File: src/rtl/mc_cpu_core.sv
// mc_cpu_core -- multi-cycle MIPS-subset CPU core with external memory buses.
//
// State advances on the falling edge of CLK; Reset is asynchronous, active low.
// Instruction and data memories sit outside the core behind req/ack handshakes,
// so any number of wait states is tolerated.
//
// Ports:
//   CLK, Reset                    clock (negedge active), async active-low reset
//   imem_req/addr/rdata/ack       instruction fetch bus (addr = PC)
//   dmem_req/we/addr/wdata/rdata/ack  data bus (addr = ALUOut, wdata = B)
//   retire                        pulse in the final cycle of each instruction
//   halted, illegal               HALT state, sticky undefined-opcode flag
//   dbg_pc, dbg_state, dbg_reg    debug taps for the board 7-segment mux
module mc_cpu_core #(
    parameter int                ADDR_W   = 32,
    parameter logic [ADDR_W-1:0] RESET_PC = '0,
    parameter int                DBG_REG  = 1
) (
    input  logic              CLK,
    input  logic              Reset,
    output logic              imem_req,
    output logic [ADDR_W-1:0] imem_addr,
    input  logic [31:0]       imem_rdata,
    input  logic              imem_ack,
    output logic              dmem_req,
    output logic              dmem_we,
    output logic [ADDR_W-1:0] dmem_addr,
    output logic [31:0]       dmem_wdata,
    input  logic [31:0]       dmem_rdata,
    input  logic              dmem_ack,
    output logic              retire,
    output logic              halted,
    output logic              illegal,
    output logic [ADDR_W-1:0] dbg_pc,
    output logic [2:0]        dbg_state,
    output logic [7:0]        dbg_reg
);

    localparam logic [2:0] S_IF   = 3'd0;
    localparam logic [2:0] S_ID   = 3'd1;
    localparam logic [2:0] S_EXE  = 3'd2;
    localparam logic [2:0] S_MEM  = 3'd3;
    localparam logic [2:0] S_WB   = 3'd4;
    localparam logic [2:0] S_HALT = 3'd7;

    localparam logic [5:0] OP_R    = 6'h00;
    localparam logic [5:0] OP_J    = 6'h02;
    localparam logic [5:0] OP_JAL  = 6'h03;
    localparam logic [5:0] OP_BEQ  = 6'h04;
    localparam logic [5:0] OP_BNE  = 6'h05;
    localparam logic [5:0] OP_ADDI = 6'h08;
    localparam logic [5:0] OP_ORI  = 6'h0D;
    localparam logic [5:0] OP_LW   = 6'h23;
    localparam logic [5:0] OP_SW   = 6'h2B;
    localparam logic [5:0] OP_HALT = 6'h3F;

    localparam logic [5:0] F_SLL = 6'h00;
    localparam logic [5:0] F_JR  = 6'h08;
    localparam logic [5:0] F_ADD = 6'h20;
    localparam logic [5:0] F_SUB = 6'h22;
    localparam logic [5:0] F_AND = 6'h24;
    localparam logic [5:0] F_OR  = 6'h25;
    localparam logic [5:0] F_SLT = 6'h2A;

    localparam logic [4:0] DBG_IDX = DBG_REG[4:0];

    // One-hot instruction class, decoded from IR and used from ID onwards.
    typedef struct packed {
        logic r_alu;
        logic imm_alu;
        logic lw;
        logic sw;
        logic branch;
        logic j;
        logic jal;
        logic jr;
        logic halt;
        logic bad;
    } dec_t;

    logic [2:0]        state;
    logic [ADDR_W-1:0] pc;
    logic [31:0]       ir, a, b, alu_out, mdr;
    logic [31:0]       rf [32];

    logic [5:0]        op, funct;
    logic [4:0]        rs, rt, rd, sa, wb_idx;
    logic [31:0]       imm_s, imm_z, alu_res;
    logic [ADDR_W-1:0] pc_plus4, br_tgt, jmp_tgt;
    logic              br_taken;
    dec_t              dec;

    assign op     = ir[31:26];
    assign rs     = ir[25:21];
    assign rt     = ir[20:16];
    assign rd     = ir[15:11];
    assign sa     = ir[10:6];
    assign funct  = ir[5:0];
    assign imm_s  = {{16{ir[15]}}, ir[15:0]};
    assign imm_z  = {16'h0000, ir[15:0]};
    assign wb_idx = (op == OP_R) ? rd : rt;

    // All PC arithmetic is done at ADDR_W bits so it wraps naturally.
    assign pc_plus4 = pc + ADDR_W'(4);
    // In EXE the PC already points past the branch.
    assign br_tgt   = pc + ADDR_W'({imm_s[29:0], 2'b00});
    // Region bits come from PC+4 (already in pc during ID), then truncate.
    assign jmp_tgt  = ADDR_W'({4'(32'(pc) >> 28), ir[25:0], 2'b00});
    assign br_taken = (op == OP_BEQ) ? (a == b) : (a != b);

    always_comb begin
        dec = '0;
        case (op)
            OP_R: begin
                case (funct)
                    F_ADD, F_SUB, F_AND, F_OR, F_SLT, F_SLL: dec.r_alu = 1'b1;
                    F_JR:    dec.jr  = 1'b1;
                    default: dec.bad = 1'b1;
                endcase
            end
            OP_ADDI, OP_ORI: dec.imm_alu = 1'b1;
            OP_LW:           dec.lw      = 1'b1;
            OP_SW:           dec.sw      = 1'b1;
            OP_BEQ, OP_BNE:  dec.branch  = 1'b1;
            OP_J:            dec.j       = 1'b1;
            OP_JAL:          dec.jal     = 1'b1;
            OP_HALT:         dec.halt    = 1'b1;
            default:         dec.bad     = 1'b1;
        endcase
    end

    always_comb begin
        alu_res = '0;
        case (op)
            OP_R: begin
                case (funct)
                    F_ADD:   alu_res = a + b;
                    F_SUB:   alu_res = a - b;
                    F_AND:   alu_res = a & b;
                    F_OR:    alu_res = a | b;
                    F_SLT:   alu_res = {31'b0, $signed(a) < $signed(b)};
                    F_SLL:   alu_res = b << sa;
                    default: alu_res = '0;
                endcase
            end
            OP_ADDI, OP_LW, OP_SW: alu_res = a + imm_s;
            OP_ORI:                alu_res = a | imm_z;
            default:               alu_res = '0;
        endcase
    end

    always_ff @(negedge CLK or negedge Reset) begin
        if (!Reset) begin
            state   <= S_IF;
            pc      <= RESET_PC;
            ir      <= '0;
            a       <= '0;
            b       <= '0;
            alu_out <= '0;
            mdr     <= '0;
            illegal <= 1'b0;
            for (int i = 0; i < 32; i++) rf[i] <= '0;
        end else begin
            case (state)
                S_IF: begin
                    if (imem_ack) begin
                        ir    <= imem_rdata;
                        pc    <= pc_plus4;
                        state <= S_ID;
                    end
                end
                S_ID: begin
                    // r0 is never written, so reading rf[0] always yields 0.
                    a     <= rf[rs];
                    b     <= rf[rt];
                    state <= S_EXE;
                    if (dec.j || dec.jal) begin
                        pc    <= jmp_tgt;
                        state <= S_IF;
                    end
                    if (dec.jal) rf[31] <= 32'(pc);
                    if (dec.jr) begin
                        pc    <= ADDR_W'(rf[rs]);
                        state <= S_IF;
                    end
                    if (dec.halt || dec.bad) state <= S_HALT;
                    if (dec.bad) illegal <= 1'b1;
                end
                S_EXE: begin
                    alu_out <= alu_res;
                    if (dec.branch) begin
                        if (br_taken) pc <= br_tgt;
                        state <= S_IF;
                    end else if (dec.lw || dec.sw) begin
                        state <= S_MEM;
                    end else begin
                        state <= S_WB;
                    end
                end
                S_MEM: begin
                    if (dmem_ack) begin
                        if (dec.lw) mdr <= dmem_rdata;
                        state <= dec.lw ? S_WB : S_IF;
                    end
                end
                S_WB: begin
                    if (wb_idx != 5'd0) rf[wb_idx] <= dec.lw ? mdr : alu_out;
                    state <= S_IF;
                end
                S_HALT:  state <= S_HALT;
                default: state <= S_IF;
            endcase
        end
    end

    // Requests decode straight from state; gating with Reset drops them the
    // moment reset is asserted, even though state is already IF.
    assign imem_req   = Reset && (state == S_IF);
    assign imem_addr  = pc;
    assign dmem_req   = Reset && (state == S_MEM);
    assign dmem_we    = dmem_req && dec.sw;
    assign dmem_addr  = ADDR_W'(alu_out);
    assign dmem_wdata = b;

    always_comb begin
        retire = 1'b0;
        case (state)
            S_ID:    retire = dec.j || dec.jal || dec.jr;
            S_EXE:   retire = dec.branch;
            S_MEM:   retire = dec.sw && dmem_ack;
            S_WB:    retire = 1'b1;
            default: retire = 1'b0;
        endcase
    end

    assign halted    = (state == S_HALT);
    assign dbg_pc    = pc;
    assign dbg_state = state;
    assign dbg_reg   = rf[DBG_IDX][7:0];

endmodule

File: config.mk
export PLATFORM = sky130hd
export DESIGN_NAME = mc_cpu_core
export DESIGN_NICKNAME = d
export VERILOG_FILES = /design/src/rtl/mc_cpu_core.sv
export SDC_FILE = /design/constraint.sdc
export NUM_CORES = 2
export LEC_CHECK = 0
export ABC_AREA = 1
export BUFFER_PORTS_ARGS = -buffer_cell sky130_fd_sc_hd__buf_4
export CORE_ASPECT_RATIO = 0.75
export CORE_MARGIN = 2
export CORE_UTILIZATION = 35
export CTS_CLUSTER_DIAMETER = 150
export DETAILED_ROUTE_END_ITERATION = 6
export PLACE_DENSITY_LB_ADDON = 0.12
export SLEW_MARGIN = 25
export SYNTH_ARGS = -nofsm -noshare
export SYNTH_HDL_FRONTEND = slang
export SYNTH_SLANG_ARGS = --single-unit
File: constraint.sdc
create_clock -name CLK -period 6.5 [get_ports CLK]
set_input_delay 0 -clock CLK [delete_from_list [all_inputs] [get_ports CLK]]
set_output_delay 0 -clock CLK [all_outputs]
set_load 0.02 [all_outputs]
==> run summary <==
critical path arrival -> 6.37 ns
Inst Count DP -> 13100
top-count cell post-synth -> nand2_1
CTS resizes -> 0
Adder-Cell Fraction of Synth Area -> 3.08%
syn_nets -> 11000
Post-Syn Area -> 75400 µm²
Crit Path Class -> reg -> out
# hold bufs at CTS -> 0
EDFF count, synth -> 0
number of global-route vias before repair -> 73500
fin. max-slew vios -> 0
hold crit path type -> reg -> reg
die area -> 219000 µm²
VDD IR-drop max -> 0.000350 V
fraction of layout cells with a size suffix above 1 -> 7.87%
# setup viols final -> 0
Critical Path End Type -> output pin
DRT Pass-1 Iters -> 7
setup TNS -> 0 ns
Most used DFF post-synth -> dfrtn_1
CTS tree -> done
Initial Util -> 35.2%
CTS Root Buffer Type -> clkbuf_16
NumNets Final -> 10700
total CTS buffers -> 150
cell taking the most area after synthesis -> dfrtn_1
complex-gate fraction of the synthesized area -> 24.3%
Post-Route WL -> 391000 µm
Synth Area per Inst -> 7.02 µm²
clk_lat worst skew -> 0.80 ns
CTS clk-pin slew, worst paths -> 0.04 ns
simple-gate area share of the yosys netlist -> 23.9%
Final Hold Violating Endpoints -> 0
largest family of logic cells by synthesized area -> compound AO/OA/AOI/OAI gates
Post-Synth XOR/XNOR Area -> 0.0697%
maxcap violations -> 0
port bufs -> 212
Via density -> 6.00
Slew @ Worst Pin -> 1.15 ns
Largest Register -> rf
maximum root-to-sink buffer count -> 4
Slew HR -> 22.5%
Overflow after GRT -> 0
cell row count -> 147
post-synthesis mux area share -> 0.677%
top-area cell type share of the netlist area -> 40.5%
max reg flops -> 1016
DRC Markers -> 0
unrepaired setup endpoints after global routing -> false
Synth Register Bits -> 1220
Area growth, synth to finish -> 11.6%
PD cells -> 582 nW/µm²
synth warn -> 0
post-synthesis sequential area ratio -> 40.5%
post-synth cell types -> 54
Die X -> 540 µm
Leak -> 37.6 nW
Post-Syn Instances -> 10700
type of origin of the critical path -> register
post-CTS setup repair buffer count -> 0
initial antenna violation count -> 27
largest net degree at the start of global routing -> 168
Wirelength per Cell -> 29.3 µm
multi-input logic area -> 39600 µm²
core area -> 214000 µm²
ANT nets after route -> 0
CP Max Fanout -> 31
global-route wire length before repair -> 556000 µm
Tot GR Track Use -> 34.7%
H-tree depth -> 4
Post-synth top cells -> 2393 x nand2_1, 2241 x o21ai_0, 1417 x nor2_1
first-iteration detailed-routing DRC count -> 11800
Layout Cells excl Fill -> 13300
clock sinks -> 1220
outcome -> complete, no violations
HPWL Detailed -> 258000 µm
top post-synthesis cells by area -> dfrtn_1 40%, o21ai_0 15%, nand2_1 12%
Fillers -> 22400
via count -> 80100
ys async rst share -> 100%
Final Wtd Congestion -> 1.05
IO Count -> 213
Reg area -> 30500 µm²
die height -> 406 µm
worst clock skew -> 0.0311 ns
Critical Path RT -> 6.50 ns
==> layout make-up <==
class                   instances  area share (%)
diodes                          8          0.0238
clock buffers                 213            5.16
clock inverters                36           0.502
inverters                     529            2.42
multi-input cells            8073            47.0
flip-flops and latches       1220            36.3
well taps                    2831            4.21
repair buffers                436            4.40
==> power by group <==
part | switching (mW) | total [mW] | internal [mW]
Clock | 3.61 | 8.55 | 4.95
Sequential | 1.94 | 11.4 | 9.44
Combinational | 21.5 | 29.0 | 7.53
Total | 27.1 | 49.0 | 21.9
==> placed cells by master, fill, tap and decap left out, types with 8 or more instances in the layout <==
cell type     n
inv_2         9
mux2i_4      11
nor3_1       27
nand4_1      41
o31ai_1       9
ha_1        179
o211ai_1     94
a21boi_0     19
clkbuf_16   151
o21ai_2      15
o21ai_1      81
buf_12       28
nand3b_1     13
nor2_1     1413
dfrtn_1    1220
inv_1       509
nand2_1    2378
mux2_2       32
bufinv_16     8
nand3_1     525
o22ai_1     318
clkbuf_8     33
clkbuf_1     29
a21oi_1     331
or2_2        23
o21bai_1     26
clkinv_2     22
diode_2       8
a22oi_1       8
o21ai_0    2223
buf_4       402
o221ai_1    188
nor2_4       12
nand2_2      24
==> layer usage <==
metal	wire [µm]	share of wire (%)	track usage (%)
met1	175000	45	51.0
met2	154000	39	47.6
met3	45400	12	9.43
met4	17100	4.4	13.8
met5	115	0.029	0
==> worst max-delay path: stages, from the launching register on <==
cell,delay [ns]
dfrtn_1,0.42
inv_1,0.22
nand3_4,0.49
inv_4,0.49
nand2_1,0.29
o211ai_1,0.21
buf_4,0.19
==> worst paths after layout <==
check | cells after the start | startpoint | slack, ns | end
hold / removal | 0 | rf[1008] | 0.32 | rf[1008]
hold reg to reg | 0 | rf[1008] | 0.32 | rf[1008]
setup reg to reg | 16 | a[13] | 1.87 | dbg_pc[27]
min in group asynchronous | 1 | Reset | 2.29 | rf[796]
max in group asynchronous | 2 | Reset | 2.96 | mdr[5]
setup / recovery | 6 | dbg_state[2] | 0.13 | retire
==> cell families after synthesis <==
logic type / after synthesis
fa+ha+maj: 183
flops: 1220
compound gates: 3342
xor+xnor: 6
mux: 47
simple gates: 4495
buf+inv: 1447
==> metrics by stage <==
step	setup slack, ns	hold WS (ns)	instance area (µm²)	power, mW	util [%]
finish	0.129	0.324	84200	49.0	39.3
global route	0.0631	0.335	84200	51.4	39.3
CTS	0.203	0.328	84100	48.0	39.3
detailed placement	1.04	0.327	79300	39.3	37.0
global placement	1.10	0.325	79300	39.3	37.0
floorplan	1.42	0.163	75400	27.2	-
Note: power is estimated with default switching activity, not from simulation.
